===== src/rtl/ex_wb_stage_pkg.sv =====
// Shared types and constants for the execute-to-writeback stage:
// scale codes, NZCV flag layout and the flag-building helper.
package ex_wb_stage_pkg;

    localparam int unsigned SC_W   = 3;
    localparam int unsigned FLAG_W = 4;
    localparam int unsigned CNT_W  = 32;

    localparam int unsigned FLAG_N = 3;
    localparam int unsigned FLAG_Z = 2;
    localparam int unsigned FLAG_C = 1;
    localparam int unsigned FLAG_V = 0;

    typedef enum logic [SC_W-1:0] {
        SC_SRA3 = 3'd0,
        SC_SRA2 = 3'd1,
        SC_SRA1 = 3'd2,
        SC_PASS = 3'd3,
        SC_SHL1 = 3'd4,
        SC_SHL2 = 3'd5,
        SC_SHL3 = 3'd6,
        SC_ZERO = 3'd7
    } scale_code_t;

    // Field order matches FLAG_N..FLAG_V so the struct casts straight to a 4-bit vector.
    typedef struct packed {
        logic n;
        logic z;
        logic c;
        logic v;
    } nzcv_t;

    function automatic nzcv_t make_flags(input logic msb, input logic is_zero,
                                         input logic cout, input logic ovf);
        logic [FLAG_W-1:0] f;
        f         = '0;
        f[FLAG_N] = msb;
        f[FLAG_Z] = is_zero;
        f[FLAG_C] = cout;
        f[FLAG_V] = ovf;
        return nzcv_t'(f);
    endfunction

endpackage


===== src/rtl/ex_wb_stage_if.sv =====
// Upstream entry bus, register-file write port and forwarding tap of the
// execute-to-writeback stage.
interface ex_wb_stage_if
    import ex_wb_stage_pkg::*;
#(
    parameter int unsigned N = 32,
    parameter int unsigned A = 5
);
    // Upstream (ALU side) entry
    logic            in_valid;
    logic            in_ready;
    logic [N-1:0]    alu_f;
    logic            alu_v;
    logic            alu_cout;
    logic [SC_W-1:0] scale_c;
    logic [A-1:0]    dst_addr;
    logic            wr_en;
    logic            flag_we;

    // Register-file write port
    logic            wb_valid;
    logic            wb_ready;
    logic            wb_we;
    logic [A-1:0]    wb_addr;
    logic [N-1:0]    wb_data;

    // Forwarding tap towards the operand stage
    logic            fwd_valid;
    logic [A-1:0]    fwd_addr;
    logic [N-1:0]    fwd_data;

    modport master (
        output in_valid, alu_f, alu_v, alu_cout, scale_c, dst_addr, wr_en, flag_we,
        output wb_ready,
        input  in_ready,
        input  wb_valid, wb_we, wb_addr, wb_data,
        input  fwd_valid, fwd_addr, fwd_data
    );

    modport slave (
        input  in_valid, alu_f, alu_v, alu_cout, scale_c, dst_addr, wr_en, flag_we,
        input  wb_ready,
        output in_ready,
        output wb_valid, wb_we, wb_addr, wb_data,
        output fwd_valid, fwd_addr, fwd_data
    );

endinterface


===== src/rtl/ex_wb_stage_scale.sv =====
// Combinational result scaler: arithmetic right shift, zero-fill left shift
// with signed-overflow detection, pass-through or forced zero.
module ex_scale_unit
    import ex_wb_stage_pkg::*;
#(
    parameter int unsigned N = 32
) (
    input  logic [N-1:0]    alu_f,
    input  logic [SC_W-1:0] scale_c,
    output logic [N-1:0]    scaled,
    output logic            sv
);

    // Left shift by k overflows when the top k+1 bits are not a pure sign run.
    logic [3:0] top;
    assign top = alu_f[N-1 -: 4];

    always_comb begin
        scaled = alu_f;
        sv     = 1'b0;
        case (scale_code_t'(scale_c))
            SC_SRA3: scaled = N'($signed(alu_f) >>> 3);
            SC_SRA2: scaled = N'($signed(alu_f) >>> 2);
            SC_SRA1: scaled = N'($signed(alu_f) >>> 1);
            SC_PASS: scaled = alu_f;
            SC_SHL1: begin
                scaled = alu_f << 1;
                sv     = top[3] ^ top[2];
            end
            SC_SHL2: begin
                scaled = alu_f << 2;
                sv     = (top[3:1] != 3'b000) && (top[3:1] != 3'b111);
            end
            SC_SHL3: begin
                scaled = alu_f << 3;
                sv     = (top != 4'b0000) && (top != 4'b1111);
            end
            SC_ZERO: scaled = '0;
            default: scaled = alu_f;
        endcase
    end

endmodule


===== src/rtl/ex_wb_stage.sv =====
// Execute-to-writeback stage: scales the ALU result, holds one entry for the
// register-file port, and owns the NZCV flag register and retire counter.
module ex_wb_stage
    import ex_wb_stage_pkg::*;
#(
    parameter int unsigned N        = 32,
    parameter int unsigned A        = 5,
    parameter bit          ZERO_REG = 1'b1
) (
    input  logic              clk,
    input  logic              rst_n,
    ex_wb_stage_if.slave      bus,
    input  logic              flush,
    output logic [FLAG_W-1:0] flags,
    output logic [CNT_W-1:0]  retired
);

    logic [N-1:0] scaled;
    logic         sv;
    nzcv_t        entry_flags_c;

    logic         in_ready_c;
    logic         capture;
    logic         retire;

    // Held entry
    logic         valid_q;
    logic         wr_en_q;
    logic         flag_we_q;
    logic [A-1:0] addr_q;
    logic [N-1:0] data_q;
    nzcv_t        eflags_q;

    // Architectural state
    nzcv_t        flags_q;
    logic [CNT_W-1:0] retired_q;

    logic         we_c;

    ex_scale_unit #(.N(N)) u_scale (
        .alu_f   (bus.alu_f),
        .scale_c (bus.scale_c),
        .scaled  (scaled),
        .sv      (sv)
    );

    assign entry_flags_c = make_flags(scaled[N-1], (scaled == '0), bus.alu_cout,
                                      bus.alu_v | sv);

    // Flush outranks both capture and retire.
    assign in_ready_c = !valid_q || bus.wb_ready;
    assign capture    = bus.in_valid && in_ready_c && !flush;
    assign retire     = valid_q && bus.wb_ready && !flush;

    // Pipeline register: capture may replace a retiring entry with no bubble.
    always_ff @(posedge clk or negedge rst_n) begin
        if (!rst_n) begin
            valid_q   <= 1'b0;
            wr_en_q   <= 1'b0;
            flag_we_q <= 1'b0;
            addr_q    <= '0;
            data_q    <= '0;
            eflags_q  <= '0;
        end else if (flush) begin
            valid_q   <= 1'b0;
        end else if (capture) begin
            valid_q   <= 1'b1;
            wr_en_q   <= bus.wr_en;
            flag_we_q <= bus.flag_we;
            addr_q    <= bus.dst_addr;
            data_q    <= scaled;
            eflags_q  <= entry_flags_c;
        end else if (retire) begin
            valid_q   <= 1'b0;
        end
    end

    // Flag register and retire counter advance only on a real retire.
    always_ff @(posedge clk or negedge rst_n) begin
        if (!rst_n) begin
            flags_q   <= '0;
            retired_q <= '0;
        end else if (retire) begin
            retired_q <= retired_q + CNT_W'(1);
            if (flag_we_q) begin
                flags_q <= eflags_q;
            end
        end
    end

    assign we_c = valid_q && wr_en_q && !(ZERO_REG && (addr_q == '0));

    assign bus.in_ready  = in_ready_c;
    assign bus.wb_valid  = valid_q;
    assign bus.wb_we     = we_c;
    assign bus.wb_addr   = addr_q;
    assign bus.wb_data   = data_q;
    assign bus.fwd_valid = we_c;
    assign bus.fwd_addr  = addr_q;
    assign bus.fwd_data  = data_q;

    assign flags   = flags_q;
    assign retired = retired_q;

endmodule


===== src/flat_wrapper.sv =====
// flat-port wrapper written by rule: the top's interface ports become plain ports
module ex_wb_stage_flat import ex_wb_stage_pkg::*;
#(
    parameter int unsigned N        = 32,
    parameter int unsigned A        = 5,
    parameter bit          ZERO_REG = 1'b1
)
  (clk, rst_n, flush, flags, retired, bus_in_valid, bus_alu_f, bus_alu_v, bus_alu_cout, bus_scale_c, bus_dst_addr, bus_wr_en, bus_flag_we, bus_wb_ready, bus_in_ready, bus_wb_valid, bus_wb_we, bus_wb_addr, bus_wb_data, bus_fwd_valid, bus_fwd_addr, bus_fwd_data);
  ex_wb_stage_if #(.N(N), .A(A)) bus_i ();
  input  logic clk;
  input  logic rst_n;
  input  logic flush;
  output logic [FLAG_W-1:0] flags;
  output logic [CNT_W-1:0] retired;
  input wire logic [$bits(bus_i.in_valid)-1:0] bus_in_valid;
  input wire logic [$bits(bus_i.alu_f)-1:0] bus_alu_f;
  input wire logic [$bits(bus_i.alu_v)-1:0] bus_alu_v;
  input wire logic [$bits(bus_i.alu_cout)-1:0] bus_alu_cout;
  input wire logic [$bits(bus_i.scale_c)-1:0] bus_scale_c;
  input wire logic [$bits(bus_i.dst_addr)-1:0] bus_dst_addr;
  input wire logic [$bits(bus_i.wr_en)-1:0] bus_wr_en;
  input wire logic [$bits(bus_i.flag_we)-1:0] bus_flag_we;
  input wire logic [$bits(bus_i.wb_ready)-1:0] bus_wb_ready;
  output wire logic [$bits(bus_i.in_ready)-1:0] bus_in_ready;
  output wire logic [$bits(bus_i.wb_valid)-1:0] bus_wb_valid;
  output wire logic [$bits(bus_i.wb_we)-1:0] bus_wb_we;
  output wire logic [$bits(bus_i.wb_addr)-1:0] bus_wb_addr;
  output wire logic [$bits(bus_i.wb_data)-1:0] bus_wb_data;
  output wire logic [$bits(bus_i.fwd_valid)-1:0] bus_fwd_valid;
  output wire logic [$bits(bus_i.fwd_addr)-1:0] bus_fwd_addr;
  output wire logic [$bits(bus_i.fwd_data)-1:0] bus_fwd_data;
  assign bus_i.in_valid = bus_in_valid;
  assign bus_i.alu_f = bus_alu_f;
  assign bus_i.alu_v = bus_alu_v;
  assign bus_i.alu_cout = bus_alu_cout;
  assign bus_i.scale_c = bus_scale_c;
  assign bus_i.dst_addr = bus_dst_addr;
  assign bus_i.wr_en = bus_wr_en;
  assign bus_i.flag_we = bus_flag_we;
  assign bus_i.wb_ready = bus_wb_ready;
  assign bus_in_ready = bus_i.in_ready;
  assign bus_wb_valid = bus_i.wb_valid;
  assign bus_wb_we = bus_i.wb_we;
  assign bus_wb_addr = bus_i.wb_addr;
  assign bus_wb_data = bus_i.wb_data;
  assign bus_fwd_valid = bus_i.fwd_valid;
  assign bus_fwd_addr = bus_i.fwd_addr;
  assign bus_fwd_data = bus_i.fwd_data;
  ex_wb_stage #(.N(N), .A(A), .ZERO_REG(ZERO_REG)) u_core (.clk(clk), .rst_n(rst_n), .bus(bus_i), .flush(flush), .flags(flags), .retired(retired));
endmodule

===== config.mk =====
export PLATFORM = sky130hd
export DESIGN_NAME = ex_wb_stage_flat
export DESIGN_NICKNAME = d
export VERILOG_FILES = /design/src/rtl/ex_wb_stage_pkg.sv /design/src/rtl/ex_wb_stage_if.sv /design/src/rtl/ex_wb_stage_scale.sv /design/src/rtl/ex_wb_stage.sv /design/src/flat_wrapper.sv
export SDC_FILE = /design/constraint.sdc
export NUM_CORES = 1
export LEC_CHECK = 0
export ABC_AREA = 1
export BUFFER_PORTS_ARGS = -buffer_cell sky130_fd_sc_hd__buf_2
export CORE_MARGIN = 2
export CORE_UTILIZATION = 38
export DETAILED_ROUTE_END_ITERATION = 10
export PLACE_DENSITY = 0.68
export SLEW_MARGIN = 20
export SYNTH_ARGS = -nofsm -noshare
export SYNTH_HDL_FRONTEND = slang
export SYNTH_SLANG_ARGS = --single-unit

===== constraint.sdc =====
create_clock -name clk -period 2.3 [get_ports clk]
set_clock_uncertainty 0.1 [all_clocks]
set_input_delay 0.23 -clock clk [delete_from_list [all_inputs] [get_ports clk]]
set_output_delay 0.23 -clock clk [all_outputs]
set_load 0.02 [all_outputs]

# Yosys cells after proc, flatten, opt, wreduce, memory -nomap -nowiden
# Cells that the tools add are included.
# classes
bitwise_logic,3
eq_ne,9
mux,5
add_sub_neg,1
reduce_logical,20
# ops
operator,count
case mux 32 bit (8 select lines),1
"adder 32 x 1 -> 32 bit, second input constant",1
zero test 32 bit,1
"equality test 3 bit, second input constant",4
logical AND 1 bit,8
"equality test 3 x 2 -> 1 bit, second input constant",2
nonzero test 3 bit,2
zero test 5 bit,1
"!= test 4 bit, second input constant",1
AND reduction 2 bit,2
nonzero test 4 bit,1
"equality test 3 x 1 -> 1 bit, second input constant",1
zero test 1 bit,3
zero test 3 bit,1
2-to-1 mux 1 bit,3
"!= test 3 bit, second input constant",1
case mux 1 bit (3 select lines),1
logical OR 1 bit,1
inverter 1 bit,1
bitwise OR 1 bit,1
bitwise XOR 1 bit,1
# word_totals
output_inout_bits,114
inputBits,49
register_bits,80
elab_cells,52

# Longest topological paths before layout
# logic_depth
ltp_word,6
mapped_depth,15
depth_no_buf,14

# Hierarchy
# Synthesis repeated with hierarchy kept, for this count alone.
# unflattened
hier_cells,953
hier_area_um2,6198.4
# by_module_without_submodules
module,cells_per_inst,seq_area_each_um2,area_each_um2,n_inst
ex_wb_stage,490,1976.9,4038.9,1
ex_scale_unit,463,0.0,2159.6,1

# Least setup slack after synthesis
# No wires, ideal clock.
# synth_path
path_kind,reg-to-reg
startpoint,"register u_core.retired_q[0], in the netlist u_core.retired[0]"
endpoint,"register u_core.retired_q[14], in the netlist u_core.retired[14]"
period_less_slack_ns,1.889
setup_time_ns,0.123
stages_incl_launch_ff,10
required_ns,2.077
setup_slack_ns,0.411
arrival_ns,1.667
n_path_buf,0
path_cell_list,dfrtp_1 > ha_1 > inv_1 > nor3_2 > inv_1 > nor2_1 > nand3_1 > nor2_1 > nand2_1 > xor2_1
# synth_between
elab_chain_cells,1
# synth_rtl
element,line_no,rtl
"start, declared",ex_wb_stage.sv:36,logic [CNT_W-1:0] retired_q;
"start signal, assigned",ex_wb_stage.sv:84,retired_q <= retired_q + CNT_W'(1);
adder 32 x 1 -> 32 bit,ex_wb_stage.sv:84,
# No other way between the ends.
# A chain may end at the register's enable or synchronous reset.

# Worst setup path after layout
# layout_path
startpoint,input port flush
endpoint,"register u_core.retired_q[21], in the netlist u_core.retired[21]"
# layout_between
elab_chain_cells,2
# layout_rtl
element,line_no,rtl
"start, declared",flat_wrapper.sv:12,input logic flush;
zero test 1 bit,ex_wb_stage.sv:53,assign retire = valid_q && bus.wb_ready && !flush;
logical AND 1 bit,ex_wb_stage.sv:53,
# No other way between the ends.

==> flow_summary.yaml <==
status:
  status: "completed"
floorplan:
  die_w_um: 128.2
  ios: 163
  initial_core_util_pct: 38.73
  dieArea_um2: 16450
  fp.dieH_um: 128.2
  std_cell_rows: 45
  coreArea_um2: 15150
sta:
  setup_viol: 0
  rsz0062_at_grt: "no"
  max_freq_ghz: 0.4666
  tns_ns: 0
  hold_ws_ns: 0.01647
  worst_pin_slew_ns: 0.5694
  slew_headroom_pct: 61.90
  fin_ws_ns: 0.1569
  timing.final.crit_period_ns: 2.143
  finalCritPeriodShare_pct: 93.18
  slew_viol_final: 0
  hold_viol_final: 0
routing:
  via_count: 6058
  via_per_inst: 5.040
  initialDrtViolationCount: 358
  ant_nets: 0
  first_pass_iters: 5
  wl_per_cell_um: 14.71
  drt_drc_violations_left: 0
  wirelength_mm: 17.68
clocking:
  max-clock-path-buffers: 2
  cts_tree: "yes"
  cts_made_buffers: 9
  cts_sinks: 79
  clk_pin_slew_worst_paths_ns: 0.06
  clkLatencyLatePin_ns: 0.34
  cts_root_buf: "clkbuf_16"
  h-tree-depth: 3
grt:
  antenna_found_initial: 0
  grt_max_degree: 46
  grt_pass1_vias: 5450
  grtUsageTotal_pct: 21.52
  grt-ovfl-total: 0
  grt_pass1_wl_mm: 28.19
synthesis:
  synth_cells: 884
  ys_top_cells_by_area: "dfrtp_1, nand2_1, nand3_1"
  syn-num-nets: 936
  syn_avg_cell_area_um2: 6.635
  yosysTopAreaCellShare_pct: 33.70
  synth_top_cell_by_area: "dfrtp_1"
  syn-cell-area_um2: 5866
  ys_seq_area_share_pct: 33.70
  netlist-cell-type-count: 39
  yosysWarnings: 0
  ys_ff_latch: 79
flow_run:
  drv_cap: 0
final_layout:
  final_nets: 1061
  n_antenna_cell: 0
  layout_commonest_cell: "nand2_1"
  area_growth_syn_to_layout_pct: 18.52
  final_cell_mix: "nand2_1, buf_2, nor2_1"
  drive_above_1_share_pct: 22.49
setup_path:
  startpoint_type: "input port"
  crit_type: "in2reg"
  arrival_ns: 2.31
  endpoint_kind: "flip-flop"
  worstPathMaxFanout: 3
  reg2reg_slack_ns: 0.25
  cp.required_ns: 2.46
placed_design:
  place_hpwl_mm: 13.31
  place.gp.congestion: 0.9859
  pre_cts_ws_ns: 0.01998
  io_buffers: 162
power:
  leakagePower_nw: 3.919
  peakVddDrop_mv: 0.3578
  power.density_nw_per_um2: 658.9
min_path:
  hp-class: "in2reg"
state kept, by name, indices dropped and copies added, names as in the netlist:
register and flops:
u_core.retired 32, u_core.bus.fwd_data 31, u_core.bus.fwd_addr 5, u_core.eflags_q 4
u_core.flags 4, u_core.bus.wb_valid 1, u_core.flag_we_q 1, u_core.wr_en_q 1
routing by layer:
| metal | up-vias | share of wire (%) | global-route usage (%) |
|---|---|---|---|
| met5 | - | 0 | 0 |
| met4 | 0 | 0.87 | 5.753 |
| met3 | 15 | 7.1 | 3.464 |
| met2 | 260 | 46 | 34.64 |
| met1 | 2743 | 46 | 30.06 |
| li1 | 3040 | - | - |
worst max-delay path, stage by stage:
cell and delay (ns):
dlygate4sd3_1 0.54, buf_2 0.13, inv_1 0.07, nand3_2 0.12, nor2_2 0.17, nand2_1 0.12
nor2_2 0.15, nand4_1 0.22, buf_4 0.22, nor3_1 0.17, xor2_1 0.16
logic make-up after synthesis:
family | synth area share, %
and+or+nand+nor | 42.96
xor gates and xnor gates | 4.330
AOI/OAI and AO/OA | 4.757
adders and majority gates | 0.6400
muxes | 0.5759
DFF | 33.70
buffers and inverters | 13.03
what timing repair did:
action                                 4_1_cts  5_1_grt
hold buffers                                 9        0
endpoints found under the hold margin       42        0
buffers inserted                             0        1
resized for setup                            0        2
setup endpoints to repair                    0        1
Yosys cell counts (all sizes together):
master / n
a31oi: 4
buf: 68
clkbuf: 9
dfrtp: 79
ha: 3
inv: 60
mux2: 3
nand2: 308
nand3: 106
nand3b: 2
nand4: 18
nor2: 120
nor3: 17
nor4: 4
o211ai: 1
o21ai: 40
o22ai: 1
o311ai: 2
o32a: 1
o32ai: 1
or2: 7
or3: 1
xnor2: 7
xor2: 22
stage by stage:
stage | power, W | cells | utilization (%) | area [um^2]
4_1_cts | 0.004622 | 1201 | 45.79 | 6935
3_3_place_gp | 0.003151 | 1176 | 43.21 | 6545
2_1_floorplan | 0.002750 | 884 | - | 5866
6_report | 0.004580 | 1202 | 45.90 | 6952
3_5_place_dp | 0.003160 | 1176 | 43.21 | 6545
5_1_grt | 0.004832 | 1202 | 45.90 | 6952
final timing paths:
check / start / to / cells after the start
max: flush / u_core.retired[21] / 11
min: bus_wr_en / u_core.wr_en_q / 3
max reg2reg: u_core.retired[10] / u_core.retired[26] / 9
min reg2reg: u_core.flag_we_q / u_core.flag_we_q / 2
max in group asynchronous: rst_n / u_core.bus.fwd_data[16] / 3
min in group asynchronous: rst_n / u_core.bus.fwd_data[1] / 2
area by class of cell:
type,instances,area [um^2]
clock buffers,12,246.5
inverters,60,225.2
multi-input cells,668,3136
fillers,1539,8194
well taps,188,235.2
flip-flops and latches,79,1977
repair buffers,191,1079
clock inverters,4,53.80
power by group:
group          total [W]  switching, W  internal (W)
logic            0.00140      0.000948      0.000452
clock network    0.00144      0.000564      0.000875
registers        0.00174      0.000172       0.00157
Power figures use the tool's default switching activity.
